[config.mk]
export PLATFORM = sky130hd
export DESIGN_NAME = ispp_program
export DESIGN_NICKNAME = d
export VERILOG_FILES = /design/src/rtl/ispp_pkg.sv /design/src/rtl/ispp_lfsr.sv /design/src/rtl/ispp_program.sv
export SDC_FILE = /design/constraint.sdc
export NUM_CORES = 1
export LEC_CHECK = 0
export ABC_AREA = 1
export CAP_MARGIN = 20
export CORE_AREA = 4 4 137 73
export DETAILED_ROUTE_END_ITERATION = 12
export DIE_AREA = 0 0 141 77
export PLACE_DENSITY = 0.5
export REMOVE_ABC_BUFFERS = 1
export SLEW_MARGIN = 20
export SYNTH_ARGS = -nofsm -noshare
export SYNTH_HDL_FRONTEND = slang
export SYNTH_SLANG_ARGS = --single-unit
[constraint.sdc]
create_clock -name clk -period 1.9 [get_ports clk]
set_clock_uncertainty 0.2 [all_clocks]
set_input_delay 0.38 -clock clk [delete_from_list [all_inputs] [get_ports clk]]
set_output_delay 0.38 -clock clk [all_outputs]
set_load 0.005 [all_outputs]
[src/rtl/ispp_pkg.sv]
// Shared definitions for the ISPP program stage: FSM encoding, packed-output
// field layout, default voltage constants and the jitter LFSR constants.
package ispp_pkg;

    typedef enum logic [2:0] {
        ST_IDLE   = 3'd0,
        ST_ERASE  = 3'd1,
        ST_PULSE  = 3'd2,
        ST_VERIFY = 3'd3,
        ST_DONE   = 3'd4
    } state_e;

    localparam int OUT_W        = 32;
    localparam int OUT_VOLT_LSB = 16;
    localparam int OUT_VOLT_W   = 16;
    localparam int OUT_SYM_LSB  = 0;
    localparam int OUT_SYM_W    = 2;

    localparam logic [15:0] DEF_V_ERASE    = 16'h0400;
    localparam logic [15:0] DEF_VSTEP      = 16'h0040;
    localparam logic [15:0] DEF_VERIFY1    = 16'h2000;
    localparam logic [15:0] DEF_VERIFY2    = 16'h4000;
    localparam logic [15:0] DEF_VERIFY3    = 16'h6000;
    localparam logic [7:0]  DEF_MAX_PULSES = 8'd255;

    localparam logic [31:0] LFSR_SEED = 32'h3721AD74;
    // x^32 + x^22 + x^2 + x + 1, right-shifting Galois form
    localparam logic [31:0] LFSR_POLY = 32'h80200003;

    function automatic logic [OUT_W-1:0] pack_output(input logic [15:0] volt,
                                                     input logic [1:0]  sym);
        logic [OUT_W-1:0] word;
        word = '0;
        word[OUT_VOLT_LSB +: OUT_VOLT_W] = volt;
        word[OUT_SYM_LSB +: OUT_SYM_W]   = sym;
        return word;
    endfunction

endpackage

[src/rtl/ispp_lfsr.sv]
// 32-bit Galois LFSR with synchronous reset to a fixed seed; advances one
// step per cycle while advance_i is high. Used only for ISPP step jitter.
module ispp_lfsr
    import ispp_pkg::*;
#(
    parameter logic [31:0] SEED = LFSR_SEED,
    parameter logic [31:0] POLY = LFSR_POLY
) (
    input  logic        clk,
    input  logic        reset,
    input  logic        advance_i,
    output logic [31:0] lfsr_o
);

    logic [31:0] lfsr_q, lfsr_d;

    always_comb begin
        lfsr_d = lfsr_q;
        if (advance_i) begin
            lfsr_d = lfsr_q[0] ? ((lfsr_q >> 1) ^ POLY) : (lfsr_q >> 1);
        end
    end

    always_ff @(posedge clk) begin
        if (reset) begin
            lfsr_q <= SEED;
        end else begin
            lfsr_q <= lfsr_d;
        end
    end

    assign lfsr_o = lfsr_q;

endmodule

[src/rtl/ispp_program.sv]
// Incremental-step-pulse programming of one cell: erase, then pulse/verify
// until the target level is reached or the pulse budget runs out.
// Optional step jitter from an LFSR is enabled by defining ISPP_JITTER_EN.
module ispp_program
    import ispp_pkg::*;
#(
    parameter logic [15:0] V_ERASE    = DEF_V_ERASE,
    parameter logic [15:0] VSTEP      = DEF_VSTEP,
    parameter logic [15:0] VERIFY1    = DEF_VERIFY1,
    parameter logic [15:0] VERIFY2    = DEF_VERIFY2,
    parameter logic [15:0] VERIFY3    = DEF_VERIFY3,
    parameter logic [7:0]  MAX_PULSES = DEF_MAX_PULSES
) (
    input  logic             clk,
    input  logic             reset,
    input  logic             inputValid,
    input  logic [1:0]       inputSymbol,
    output logic             inputReady,
    output logic [OUT_W-1:0] outputVoltage,
    output logic             outputValid,
    output logic             programFail
);

    state_e           state_q, state_d;
    logic [15:0]      volt_q, volt_d;
    logic [7:0]       pulses_q, pulses_d;
    logic [1:0]       sym_q, sym_d;
    logic [OUT_W-1:0] out_q, out_d;
    logic             valid_q, valid_d;
    logic             fail_q, fail_d;
    logic [15:0]      step;

    function automatic logic [15:0] sat_add16(input logic [15:0] a,
                                              input logic [15:0] b);
        logic [16:0] sum;
        sum = {1'b0, a} + {1'b0, b};
        return sum[16] ? 16'hFFFF : sum[15:0];
    endfunction

    // Symbol 0 never reaches VERIFY; its entry is irrelevant.
    function automatic logic [15:0] verify_level(input logic [1:0] sym);
        case (sym)
            2'd1:    return VERIFY1;
            2'd2:    return VERIFY2;
            2'd3:    return VERIFY3;
            default: return 16'h0000;
        endcase
    endfunction

`ifdef ISPP_JITTER_EN
    logic [31:0] lfsr;

    ispp_lfsr u_lfsr (
        .clk       (clk),
        .reset     (reset),
        .advance_i (state_q == ST_PULSE),
        .lfsr_o    (lfsr)
    );

    assign step = VSTEP + {14'b0, lfsr[1:0]};
`else
    assign step = VSTEP;
`endif

    always_comb begin
        state_d  = state_q;
        volt_d   = volt_q;
        pulses_d = pulses_q;
        sym_d    = sym_q;
        out_d    = out_q;
        valid_d  = 1'b0;
        fail_d   = 1'b0;
        case (state_q)
            ST_IDLE: begin
                if (inputValid) begin
                    sym_d    = inputSymbol;
                    pulses_d = '0;
                    state_d  = ST_ERASE;
                end
            end
            ST_ERASE: begin
                volt_d = V_ERASE;
                if (sym_q == 2'd0) begin
                    state_d = ST_DONE;
                    out_d   = pack_output(V_ERASE, sym_q);
                    valid_d = 1'b1;
                end else begin
                    state_d = ST_PULSE;
                end
            end
            ST_PULSE: begin
                volt_d   = sat_add16(volt_q, step);
                pulses_d = pulses_q + 8'd1;
                state_d  = ST_VERIFY;
            end
            ST_VERIFY: begin
                if (volt_q >= verify_level(sym_q)) begin
                    state_d = ST_DONE;
                    out_d   = pack_output(volt_q, sym_q);
                    valid_d = 1'b1;
                end else if (pulses_q == MAX_PULSES) begin
                    state_d = ST_DONE;
                    out_d   = pack_output(volt_q, sym_q);
                    valid_d = 1'b1;
                    fail_d  = 1'b1;
                end else begin
                    state_d = ST_PULSE;
                end
            end
            ST_DONE: begin
                state_d = ST_IDLE;
            end
            default: begin
                state_d = ST_IDLE;
            end
        endcase
    end

    always_ff @(posedge clk) begin
        if (reset) begin
            state_q  <= ST_IDLE;
            volt_q   <= '0;
            pulses_q <= '0;
            sym_q    <= '0;
            out_q    <= '0;
            valid_q  <= 1'b0;
            fail_q   <= 1'b0;
        end else begin
            state_q  <= state_d;
            volt_q   <= volt_d;
            pulses_q <= pulses_d;
            sym_q    <= sym_d;
            out_q    <= out_d;
            valid_q  <= valid_d;
            fail_q   <= fail_d;
        end
    end

    // Output registers load on the edge that enters DONE, so they line up
    // with the single DONE cycle; the voltage word then holds until the next.
    assign inputReady    = (state_q == ST_IDLE);
    assign outputVoltage = out_q;
    assign outputValid   = valid_q;
    assign programFail   = fail_q;

endmodule

==> results.sh <==
export IMPL_fin_crit_ns=1.785
export IMPL_start_kind="register"
export IMPL_grt_pass1_vias=1746
export IMPL_highest_layer="met4"
export IMPL_nNetsFinal=341
export IMPL_hold_viol=0
export IMPL_clk_pin_slew_worst_paths_ns=0.06
export IMPL_start_util=0.2490
export IMPL_cap_violations=0
export IMPL_rows=24
export IMPL_end_kind="register"
export IMPL_min_path_cells=2
export IMPL_portBuffers=25
export IMPL_root_buffer="clkbuf_16"
export IMPL_cts_sinks=39
export IMPL_yosysTopAreaCellShare=0.3626
export IMPL_hpwl_mm=3.787
export IMPL_worstReg2RegStart="pulses_q[0]"
export IMPL_grt_usage=0.09790
export IMPL_status="completed"
export IMPL_syn_to_final_growth_pct=26.67
export IMPL_relSlewSlack=0.6383
export IMPL_final_core_util=0.3154
export IMPL_layout_worst_path_cycle_share=0.9393
export IMPL_synth_seq_area_share=0.3626
export IMPL_met3_length_um=237
export IMPL_vdd_drop_max_mv=0.3214
export IMPL_avgViaCountPerCell=4.229
export IMPL_clock_path_buffers=2
export IMPL_synth_top_cell_by_area="dfxtp_1"
export IMPL_hold_path_class="register to register"
export IMPL_die_h_um=77
export IMPL_crit_start="pulses_q[0]"
export IMPL_drtPass1Iterations=4
export IMPL_wirelength_met1_mm=2.720
export IMPL_netlist_instances=297
export IMPL_grt_antenna_before_repair=0
export IMPL_synth_area_leaders="dfxtp_1, nand2_1, buf_4, a21oi_1, nand4_1"
export IMPL_synthDistinctLibCells=31
export IMPL_tritoncts="done"
export IMPL_design_area_um2=2728
export IMPL_drtIter0Drc=120
export IMPL_fmax_mhz=560.3
export IMPL_cts_buffers=5
export IMPL_syn_area_per_cell_um2=7.250
export IMPL_filler_cell_count=928
export IMPL_n_antenna_cell=0
export IMPL_wl_met2_mm=2.187
export IMPL_cts_max_level=2
export IMPL_worst_pin_slew_ns=0.5408
export IMPL_wl_per_cell_um=11.56
export IMPL_coreArea_um2=8648
export IMPL_crit_arrival_ns=1.81
export IMPL_vias=1899
export IMPL_layout_drive_gt1_share=0.1867
export IMPL_setup_viol=0
export IMPL_slew_viol_final=0
export IMPL_cellLeakagePower_nw=1.087
export IMPL_crit_type="register to register"
export IMPL_grt_max_degree=20
export IMPL_hold_start="pulses_q[3]"
export IMPL_pwr_density_cell_nw_per_um2=769.5
export IMPL_crit_fanout=10
export IMPL_placed_area_um2=2499
export IMPL_grt_first_pass_wirelength_mm=8.604
export IMPL_wirelength_mm=5.192
export IMPL_cp_required_ns=1.92
export IMPL_cts_hold_buf=0
export IMPL_globalplace_congestion=0.8029
export IMPL_ys_ff_latch=39
export IMPL_drc_errors=0
export IMPL_overflow=0
export IMPL_dieArea_um2=10860
export IMPL_syn_cell_area_um2=2153
export IMPL_insertion_delay_ns=0.28
export IMPL_die_x_um=141
export IMPL_ant_nets=0
export IMPL_ff2ff_path_depth=9
export IMPL_ios=40
export IMPL_ys_warn_count=0
==> state kept, by name, indices dropped and copies added (netlist names) <==
register       flops
state_q            3
volt_q            11
outputValid        1
pulses_q           8
outputVoltage     13
sym_q              2
programFail        1
==> area by class of cell <==
cell class                      count  area, µm²  area share
Sequential cell                    39      787.0      0.2885
Clock inverter                      2      35.03     0.01284
Inverter                           33      123.9     0.04541
Timing Repair Buffer               40      361.6      0.1326
Clock buffer                        6      138.9     0.05092
Tap cell                          117      146.4     0.05367
Multi-Input combinational cell    212       1135      0.4161
==> placed cells by master, fill, tap and decap left out, drive strengths merged <==
cell type	count
nand2	74
dfxtp	39
nor2	33
inv	31
a21oi	29
clkdlybuf4s50	24
nand3	16
o21ai	16
nand4	15
buf	15
conb	14
clkbuf	6
ha	5
nor3	4
a31oi	3
clkinv	3
a211oi	1
or2	1
o211ai	1
bufinv	1
dlygate4sd2	1
==> repair_timing <==
action / CTS / global route
endpoints found under the setup margin: 1 / 13
endpoints found under the hold margin: 0 / 0
cloned: 0 / 1
pin swaps: 1 / 1
gates resized for setup: 6 / 3
setup buffers: 1 / 1
==> power breakdown <==
part | internal [mW] | switching [mW]
clock network | 0.653 | 0.325
logic | 0.0939 | 0.168
registers | 0.839 | 0.0210
total | 1.59 | 0.513
==> critical path: stages (launching register included) <==
cell and delay [ns]:
dfxtp_1 0.37, ha_1 0.18, nand2_1 0.08, nor2_2 0.15, nand2_1 0.19, nand3_4 0.17, nand2_8 0.09, nand2_4 0.14
nand3_1 0.09, nand2_1 0.06
==> metal layers <==
layer / GRT usage / up-vias
met3: 0.02486 / 2
li1: - / 1009
met5: 0 / -
met2: 0.1498 / 41
met1: 0.1321 / 847
met4: 0.03772 / 0
==> cell families after synthesis <==
| group | Yosys count | share of synthesized area |
|---|---|---|
| simple gates | 142 | 0.3312 |
| flops | 39 | 0.3626 |
| compound gates | 50 | 0.1261 |
| buf+inv | 60 | 0.1493 |
| fa+ha+maj | 5 | 0.02905 |
| other cells | 1 | 0.001742 |
==> final timing paths <==
check / end / slack [ns]
setup / recovery: outputVoltage[26] / 0.12
hold / removal: pulses_q[3] / 0.27
hold reg to reg: pulses_q[3] / 0.27
setup reg to reg: outputVoltage[26] / 0.12
==> cell usage after synthesis (all sizes together) <==
cell type  number
nor3            4
or2             1
o21ai          16
nand2          73
a211oi          1
nor2           33
o211ai          1
a21oi          29
nand3          16
buf            24
clkinv          2
dfxtp          39
nand4          15
conb            1
inv            31
clkbuf          3
a31oi           3
ha              5
==> stage by stage <==
stage	instances	TNS, ns	setup slack, ns	total power, mW	hold slack (ns)
6_report	449	0	0.1152	2.099	0.2664
5_1_grt	449	-0.02164	-0.008593	2.191	0.2818
4_1_cts	447	0	0.05016	2.122	0.2686
3_5_place_dp	438	0	0.1107	1.123	0.2600
3_3_place_gp	438	0	0.1300	1.123	0.2528
2_1_floorplan	283	0	0.1867	1.026	0.2333
No activity file was read; power rests on OpenSTA's default activity.
